[src/rtl/byte_packer.sv]
// Packs a valid/ready byte stream into LANES-byte words. The word is valid one clock after its completing byte is accepted.
// Backpressure: ready_s drops whenever a word is held unaccepted. Lane order is little-endian unless PACKER_MSB_FIRST_EN is defined.
module byte_packer #(
  parameter int LANES = 4
) (
  input  logic                 clk,
  input  logic                 rst_n,
  input  logic                 valid_s,
  input  logic [7:0]           data_s,
  input  logic                 last_s,
  output logic                 ready_s,
  output logic                 valid_d,
  output logic [8*LANES-1:0]   data_d,
  output logic [LANES-1:0]     keep_d,
  output logic                 last_d,
  input  logic                 ready_d
);

  localparam int CW = $clog2(LANES);

  logic [CW-1:0]      r_cnt;
  logic [CW-1:0]      w_cnt_nxt;
  logic [8*LANES-1:0] r_acc;
  logic [8*LANES-1:0] w_acc_nxt;
  logic [8*LANES-1:0] w_acc_fill;
  logic [LANES-1:0]   r_keep;
  logic [LANES-1:0]   w_keep_nxt;
  logic [LANES-1:0]   w_keep_fill;
  logic               r_vld;
  logic               r_last;
  logic [8*LANES-1:0] r_dat;
  logic [LANES-1:0]   r_kp;
  logic               w_accept;
  logic               w_complete;
  logic [CW-1:0]      w_lane;

  // A byte may only enter when the output slot is free or drains this edge.
  assign ready_s    = rst_n && (!r_vld || ready_d);
  assign w_accept   = valid_s && ready_s;
  assign w_complete = w_accept && (last_s || (r_cnt == CW'(LANES-1)));

`ifdef PACKER_MSB_FIRST_EN
  assign w_lane = CW'(LANES-1) - r_cnt;
`else
  assign w_lane = r_cnt;
`endif

  always_comb begin
    w_acc_fill              = r_acc;
    w_keep_fill             = r_keep;
    w_acc_fill[8*w_lane +: 8] = data_s;
    w_keep_fill[w_lane]     = 1'b1;
  end

  always_comb begin
    w_cnt_nxt  = r_cnt;
    w_acc_nxt  = r_acc;
    w_keep_nxt = r_keep;
    if (w_complete) begin
      w_cnt_nxt  = '0;
      w_acc_nxt  = '0;
      w_keep_nxt = '0;
    end else if (w_accept) begin
      w_cnt_nxt  = r_cnt + CW'(1);
      w_acc_nxt  = w_acc_fill;
      w_keep_nxt = w_keep_fill;
    end
  end

  always_ff @(posedge clk or negedge rst_n) begin
    if (!rst_n) begin
      r_cnt  <= '0;
      r_acc  <= '0;
      r_keep <= '0;
    end else begin
      r_cnt  <= w_cnt_nxt;
      r_acc  <= w_acc_nxt;
      r_keep <= w_keep_nxt;
    end
  end

  // A completing byte implies the slot is free, so reload takes priority over drain.
  always_ff @(posedge clk or negedge rst_n) begin
    if (!rst_n) begin
      r_vld  <= 1'b0;
      r_dat  <= '0;
      r_kp   <= '0;
      r_last <= 1'b0;
    end else if (w_complete) begin
      r_vld  <= 1'b1;
      r_dat  <= w_acc_fill;
      r_kp   <= w_keep_fill;
      r_last <= last_s;
    end else if (ready_d) begin
      r_vld  <= 1'b0;
    end
  end

  assign valid_d = r_vld;
  assign data_d  = r_dat;
  assign keep_d  = r_kp;
  assign last_d  = r_last;

endmodule

[config.mk]
export PLATFORM = sky130hd
export DESIGN_NAME = byte_packer
export DESIGN_NICKNAME = d
export VERILOG_FILES = /design/src/rtl/byte_packer.sv
export SDC_FILE = /design/constraint.sdc
export NUM_CORES = 1
export LEC_CHECK = 0
export BUFFER_PORTS_ARGS = -buffer_cell sky130_fd_sc_hd__buf_2
export CAP_MARGIN = 10
export CORE_MARGIN = 2
export CORE_UTILIZATION = 51
export CTS_CLUSTER_SIZE = 30
export DETAILED_ROUTE_END_ITERATION = 8
export PLACE_DENSITY = 0.76
export SETUP_SLACK_MARGIN = 0.05
export SLEW_MARGIN = 20
export SYNTH_ARGS = -nofsm -noshare
export SYNTH_HDL_FRONTEND = slang
export SYNTH_SLANG_ARGS = --single-unit
[constraint.sdc]
create_clock -name clk -period 2.35 [get_ports clk]
set_input_delay 0.47 -clock clk [delete_from_list [all_inputs] [get_ports clk]]
set_output_delay 0.47 -clock clk [all_outputs]
set_load 0.05 [all_outputs]
==> flow_summary.ini, run 1 <==
[status]
outcome = finished clean

[clock_tree]
clock_path_buffers = 2
clock_latency_ns = 0.35
clock-sinks = 76
cts_tree = built
clk_pin_slew_ns = 0.08
ctsHoldBuffers = 0
cts.repair.resized = 0
cts-root-buf = clkbuf_8
cts_made_buffers = 9
htreeDepth = 3
post-cts-setup-buffers = 0

[final_layout]
drive_above_1_share_pct = 23.92
final_area_mm2 = 0.004168
finalNetCount = 388
finalNonFillerCells = 468
areaGrowthSynthToFinish_pct = 15.98
antenna_cells = 0
final_core_util_pct = 61.34

[die]
rows = 30
placeableCoreArea_mm2 = 0.006794
ios = 52
die-area_mm2 = 0.007733
die_w_um = 87.94
fp.dieH_um = 87.94
start_util_pct = 52.89

[power_and_ir_drop]
p_int_mw = 2.700
switching_share_pct = 38.30
p_seq_share_pct = 37.5
ir_drop_v = 0.0007000
p_sw_mw = 1.676
powerDensity_mw_per_mm2 = 1050
power_leakage_nw = 1.825
p_comb_share_pct = 32.6
p_clk_share_pct = 29.9

[routing]
wl_per_cell_um = 19.50
met2_length_um = 4239
first_pass_iters = 5
drtIter0Drc = 311
viasPerCell = 6.282
top_layer = met4
drc = 0
final_antenna_net_count = 0
routed_wirelength_um = 9125
vias = 2940
wl_met1_um = 4063
dr_wl_met3_um = 641

[logic_synthesis]
synth_commonest_cells = 76 x dfrtp_1, 37 x a21oi_1, 28 x a31oi_1, 22 x a32o_1, 16 x nor2b_1
seq_area_frac_synth_pct = 52.92
ys_ff_latch = 76
synth_ff_type = dfrtp_1
yosysTopAreaCellShare_pct = 52.92
yosysMostFrequentCell = dfrtp_1
syn_area_mm2 = 0.003593
synth_edf_count = 0
yosysWarningCount = 0
async_reset_ff_share_pct = 100.0
synth_area_leaders = dfrtp_1 53%, a32o_1 6.1%, a21oi_1 5.2%, a31oi_1 4.9%, o32a_1 3.1%
syn_inst = 323
synth_top_area_cell = dfrtp_1
synth_cell_types = 36
synth.net_count = 344
avgSynthCellArea_um2 = 11.13

[critical_path]
r2r_slack_ns = 0.31
endpoint_kind = flop
reg2reg_to = r_acc[22]
r2r_cells = 5
crit_fanout = 9
crit_arrival_ns = 2.34
path_class = flop to flop
reg2reg_from = r_cnt[0]
cp-start-kind = flop
required_ns = 2.64

[timing]
worst_slack_ns = 0.3055
tns_ns = 0
worstMarginPinSlew_ns = 0.6077
fin_crit_sh_pct = 87.00
max_freq_ghz = 0.4891
maxSlewViolCount = 0
finalSetupViolCount = 0
hold_viol = 0
finalCriticalPeriod_ns = 2.045
slew_headroom_pct = 59.49
fin_skew_ns = 0.01045
rsz0062_at_grt = no

[grt]
antenna_found_initial = 0
grt_overflow = 0
grt_use_total_pct = 24.87
grt_pass1_wl_um = 14520
grt_pass1_vias = 2811
grt_max_degree = 49

[place]
postPlaceCellArea_mm2 = 0.003904
portBuffers = 51
numPlacedInstances = 452
place_congestion = 0.8625
place_ws_ns = 0.3736
dp_hpwl_um = 5971

[hold_path]
hp-class = input pin to async pin

[flow_run]
cap_violations = 0
[how the worst max path moves through the flow]
stage | from | end | slack (ns) | cells past startpoint
after floorplan | r_cnt[0] | r_acc[0] | 0.14 | 8
after global placement | r_cnt[0] | r_acc[2] | 0.47 | 6
after detailed placement | r_cnt[0] | r_acc[20] | 0.37 | 5
after CTS | r_cnt[0] | r_acc[21] | 0.32 | 5
after global routing | r_cnt[0] | r_acc[23] | 0.07 | 5
final | r_cnt[0] | r_acc[22] | 0.31 | 5
[logic make-up (layout without fill, tap and decap cells)]
| group | after synthesis | in the layout | share of synthesized area, % |
|---|---|---|---|
| compound gates | 135 | 135 | 27.02 |
| fa+ha+maj | 8 | 8 | 2.786 |
| buf+inv | 47 | 96 | 6.615 |
| flops | 76 | 76 | 52.92 |
| mux | 1 | 1 | 0.3133 |
| simple gates | 56 | 56 | 10.34 |
[flip-flops by register name, indices dropped and copies added, names as in the netlist]
name / cells
last_d: 1
keep_d: 4
r_keep: 4
r_cnt: 2
data_d: 32
valid_d: 1
r_acc: 32
[stage by stage]
step	power [mW]	hold slack (ns)
4_1_cts	4.381	0.1775
2_1_floorplan	2.708	0.1744
5_1_grt	4.557	0.1989
3_3_place_gp	3.047	0.4664
6_report	4.377	0.1777
3_5_place_dp	3.079	0.4769
[layout make-up]
| cell class | count | area [um^2] |
|---|---|---|
| Clock buffer | 10 | 127.6 |
| Tap cell | 96 | 120.1 |
| Multi-Input combinational cell | 200 | 1459 |
| Fill cell | 563 | 2626 |
| Inverter | 14 | 52.55 |
| Clock inverter | 6 | 136.4 |
| Sequential cell | 76 | 1902 |
| Timing Repair Buffer | 66 | 370.4 |
[per-layer routing]
metal | track usage (%) | vias to the layer above
met1 | 35.69 | 1459
met2 | 37.40 | 147
met5 | 0 | -
met3 | 5.278 | 19
li1 | - | 1315
met4 | 9.231 | 0
[power by group through the flow]
| stage | Combinational, mW | Sequential (mW) | Clock [mW] |
|---|---|---|---|
| 5_1_grt | 1.52 | 1.67 | 1.37 |
| 2_1_floorplan | 0.475 | 2.23 | 0 |
| 6_report | 1.43 | 1.64 | 1.31 |
| 3_5_place_dp | 1.42 | 1.66 | 0 |
| 4_1_cts | 1.43 | 1.64 | 1.32 |
| 3_3_place_gp | 1.39 | 1.65 | 0 |
[cell usage in the layout (no fill, tap or decap)]
cell and count:
dfrtp_1 76, buf_2 50, a21oi_1 37, a31oi_1 28, a32o_1 22, nor2b_1 16, buf_4 16, inv_1 14
o21ai_0 14, o32a_1 11, a22o_1 11, nor3b_1 9, clkbuf_8 9, nor2_1 8, ha_1 8, a22oi_1 5
and3b_1 4, nand2_1 4, o211ai_2 4, bufinv_16 4, and2_1 3, and4bb_1 2, a32oi_1 2, nand3_1 2
nand2b_1 1, or2_1 1, nor3_2 1, nand4bb_1 1, and4b_1 1, nor3_4 1, mux2_2 1, nor2_2 1
and4_1 1, a311oi_1 1, clkinv_4 1, clkinvlp_4 1, clkbuf_1 1
[critical path, stage by stage, from the launching register on]
cell and delay, ns:
dfrtp_1 0.45, inv_1 0.15, ha_1 0.29, nand4bb_1 0.46, nor2_2 0.41, a32o_1 0.23
Note: power is estimated with default switching activity, not from simulation.
==> run 2, diff against run 1 <==
--- a/config.mk
+++ b/config.mk
@@ -5,6 +5,7 @@
 export SDC_FILE = /design/constraint.sdc
 export NUM_CORES = 1
 export LEC_CHECK = 0
+export ABC_AREA = 1
 export BUFFER_PORTS_ARGS = -buffer_cell sky130_fd_sc_hd__buf_2
 export CAP_MARGIN = 10
 export CORE_MARGIN = 2
==> flow_summary.ini, run 2 <==
[logic_synthesis]
syn_area_mm2 = 0.003630
synth.net_count = 499
synth_commonest_cells = 302 x nand2_1, 76 x dfrtp_1, 21 x inv_1, 18 x nand3_1, 11 x nor2_1
seq_area_frac_synth_pct = 52.40
ys_ff_latch = 76
synth_top_area_cell = dfrtp_1
yosysTopAreaCellShare_pct = 52.40
synth_ff_type = dfrtp_1
synth_edf_count = 0
yosysMostFrequentCell = nand2_1
syn_inst = 478
avgSynthCellArea_um2 = 7.594
synth_cell_types = 19
synth_area_leaders = dfrtp_1 52%, nand2_1 31%, ha_1 2.8%, nand3_1 2.5%, inv_1 2.2%
async_reset_ff_share_pct = 100.0
yosysWarningCount = 0

[clock_tree]
htreeDepth = 3
clock_latency_ns = 0.35
post-cts-setup-buffers = 0
cts_tree = built
clk_pin_slew_ns = 0.08
cts_made_buffers = 9
clock_path_buffers = 2
cts-root-buf = clkbuf_8
clock-sinks = 76

[routing]
drtIter0Drc = 200
viasPerCell = 4.902
routed_wirelength_um = 8120
final_antenna_net_count = 0
drc = 0
wl_per_cell_um = 12.81
first_pass_iters = 5
vias = 3108

[die]
ios = 52
start_util_pct = 53.13
fp.dieH_um = 88.37
die-area_mm2 = 0.007808
die_w_um = 88.37
rows = 30
placeableCoreArea_mm2 = 0.006832

[power_and_ir_drop]
powerDensity_mw_per_mm2 = 938.0
total_power_mw = 3.968
power_leakage_nw = 2.590
ir_drop_v = 0.0004289

[critical_path]
endpoint_kind = primary output
crit_chain = dlygate4sd3_1 -> buf_4 -> a21boi_4 -> buf_2
cp-start-kind = input pin
cpPeakStageDelay_ns = 0.52
crit_arrival_ns = 1.68
cp_slowest_cell = dlygate4sd3_1
required_ns = 1.88
path_class = input pin to primary output
crit_fanout = 7

[timing]
worst_slack_ns = 0.2012
finalCriticalPeriod_ns = 2.149
max_freq_ghz = 0.4654
rsz0062_at_grt = no
maxSlewViolCount = 0
hold_viol = 0
fin_crit_sh_pct = 91.44
finalSetupViolCount = 0
worstMarginPinSlew_ns = 0.6259
slew_headroom_pct = 58.27
fin_skew_ns = 0.007377
tns_ns = 0

[grt]
grtUsageMet3_pct = 3.358
use_met2_pct = 37.73
grt_pass1_vias = 3007
busiest_layer = met2
grt_overflow = 0
grt_pass1_wl_um = 14110
antenna_found_initial = 0
grt_max_degree = 51
grt_use_total_pct = 23.29
grtUsageMet1_pct = 31.74

[final_layout]
drive_above_1_share_pct = 17.10
multiInputGateArea_mm2 = 0.001516
final_cell_mix = 302 x nand2_1, 76 x dfrtp_1, 50 x buf_2, 21 x inv_1, 18 x nand3_1
fillCellCount = 638
areaGrowthSynthToFinish_pct = 16.55
final_area_mm2 = 0.004230
antenna_cells = 0
finalNonFillerCells = 634
final_common_cell = nand2_1
seq_area_mm2 = 0.001902
finalNetCount = 554

[place]
place_ws_ns = 0.5910
dp_hpwl_um = 5747
postPlaceCellArea_mm2 = 0.003958
portBuffers = 51
numPlacedInstances = 617
place_congestion = 0.9014

[flow_run]
cap_violations = 0

[status]
outcome = finished clean

[hold_path]
hp-class = input pin to flop
==> run 2: cell types whose count changed after synthesis, sizes merged, moves of 10 or more <==
cell and change:
nand2 +298, a31oi -28, o32a -11, nor2b -16
a22o -11, inv +10, clkbuf -13, nand3 +17
a32o -22, a21oi -37
==> run 2: what timing repair did <==
| action | 4_1_cts | 5_1_grt |
|---|---|---|
| endpoints found under the hold margin | 3 | 0 |
| gates resized for setup | 0 | 0 |
| hold buffers | 1 | 0 |
| endpoints found under the setup margin | 0 | 0 |
==> run 2: worst paths after layout <==
path / start / endpoint / slack (ns) / cells after the start
max: rst_n / ready_s / 0.20 / 4
min: last_s / last_d / 0.39 / 3
max reg2reg: r_cnt[0] / r_acc[17] / 0.54 / 8
min reg2reg: keep_d[2] / keep_d[2] / 0.47 / 2
max in group asynchronous: rst_n / r_acc[15] / 1.07 / 3
min in group asynchronous: rst_n / keep_d[0] / 0.46 / 2
==> run 2: critical path: cells and delay by family <==
family | cells | cell delay [ns]
compound gates | 1 | 0.24
buf+inv | 3 | 0.97
==> run 2: metal layers <==
metal	wire length (um)	vias up	part of all wire, %
met5	0	-	0
met4	131	0	1.6
met3	298	14	3.7
met2	3859	81	48
met1	3831	1466	47
li1	-	1547	-
==> run 2: where the power goes <==
group          internal [mW]  switching, mW  total (mW)
clock network          0.811          0.478        1.29
logic                  0.263          0.854        1.12
registers               1.47         0.0912        1.56
==> run 2: cell type report <==
type	count	share of cell area, %
clock inverters	7	3.283
well taps	96	2.839
flip-flops and latches	76	44.96
clock buffers	9	2.928
multi-input cells	360	35.85
inverters	25	2.218
repair buffers	61	7.927
==> run 2: kinds of logic after synthesis <==
family / count (synthesis) / share of synthesized area, %
AND/OR/NAND/NOR: 346 / 37.81
flip-flops: 76 / 52.40
buffers and inverters: 42 / 5.826
adder cells (fa/ha/maj): 8 / 2.758
AO/OA/AOI/OAI: 6 / 1.206
==> run 2: per-stage QoR <==
| step | hold slack, ns | util, % |
|---|---|---|
| finish | 0.3897 | 61.92 |
| global route | 0.4196 | 61.92 |
| global placement | 0.2892 | 57.93 |
| CTS | 0.3825 | 61.92 |
| floorplan | 0.1744 | - |
| detailed placement | 0.2912 | 57.93 |
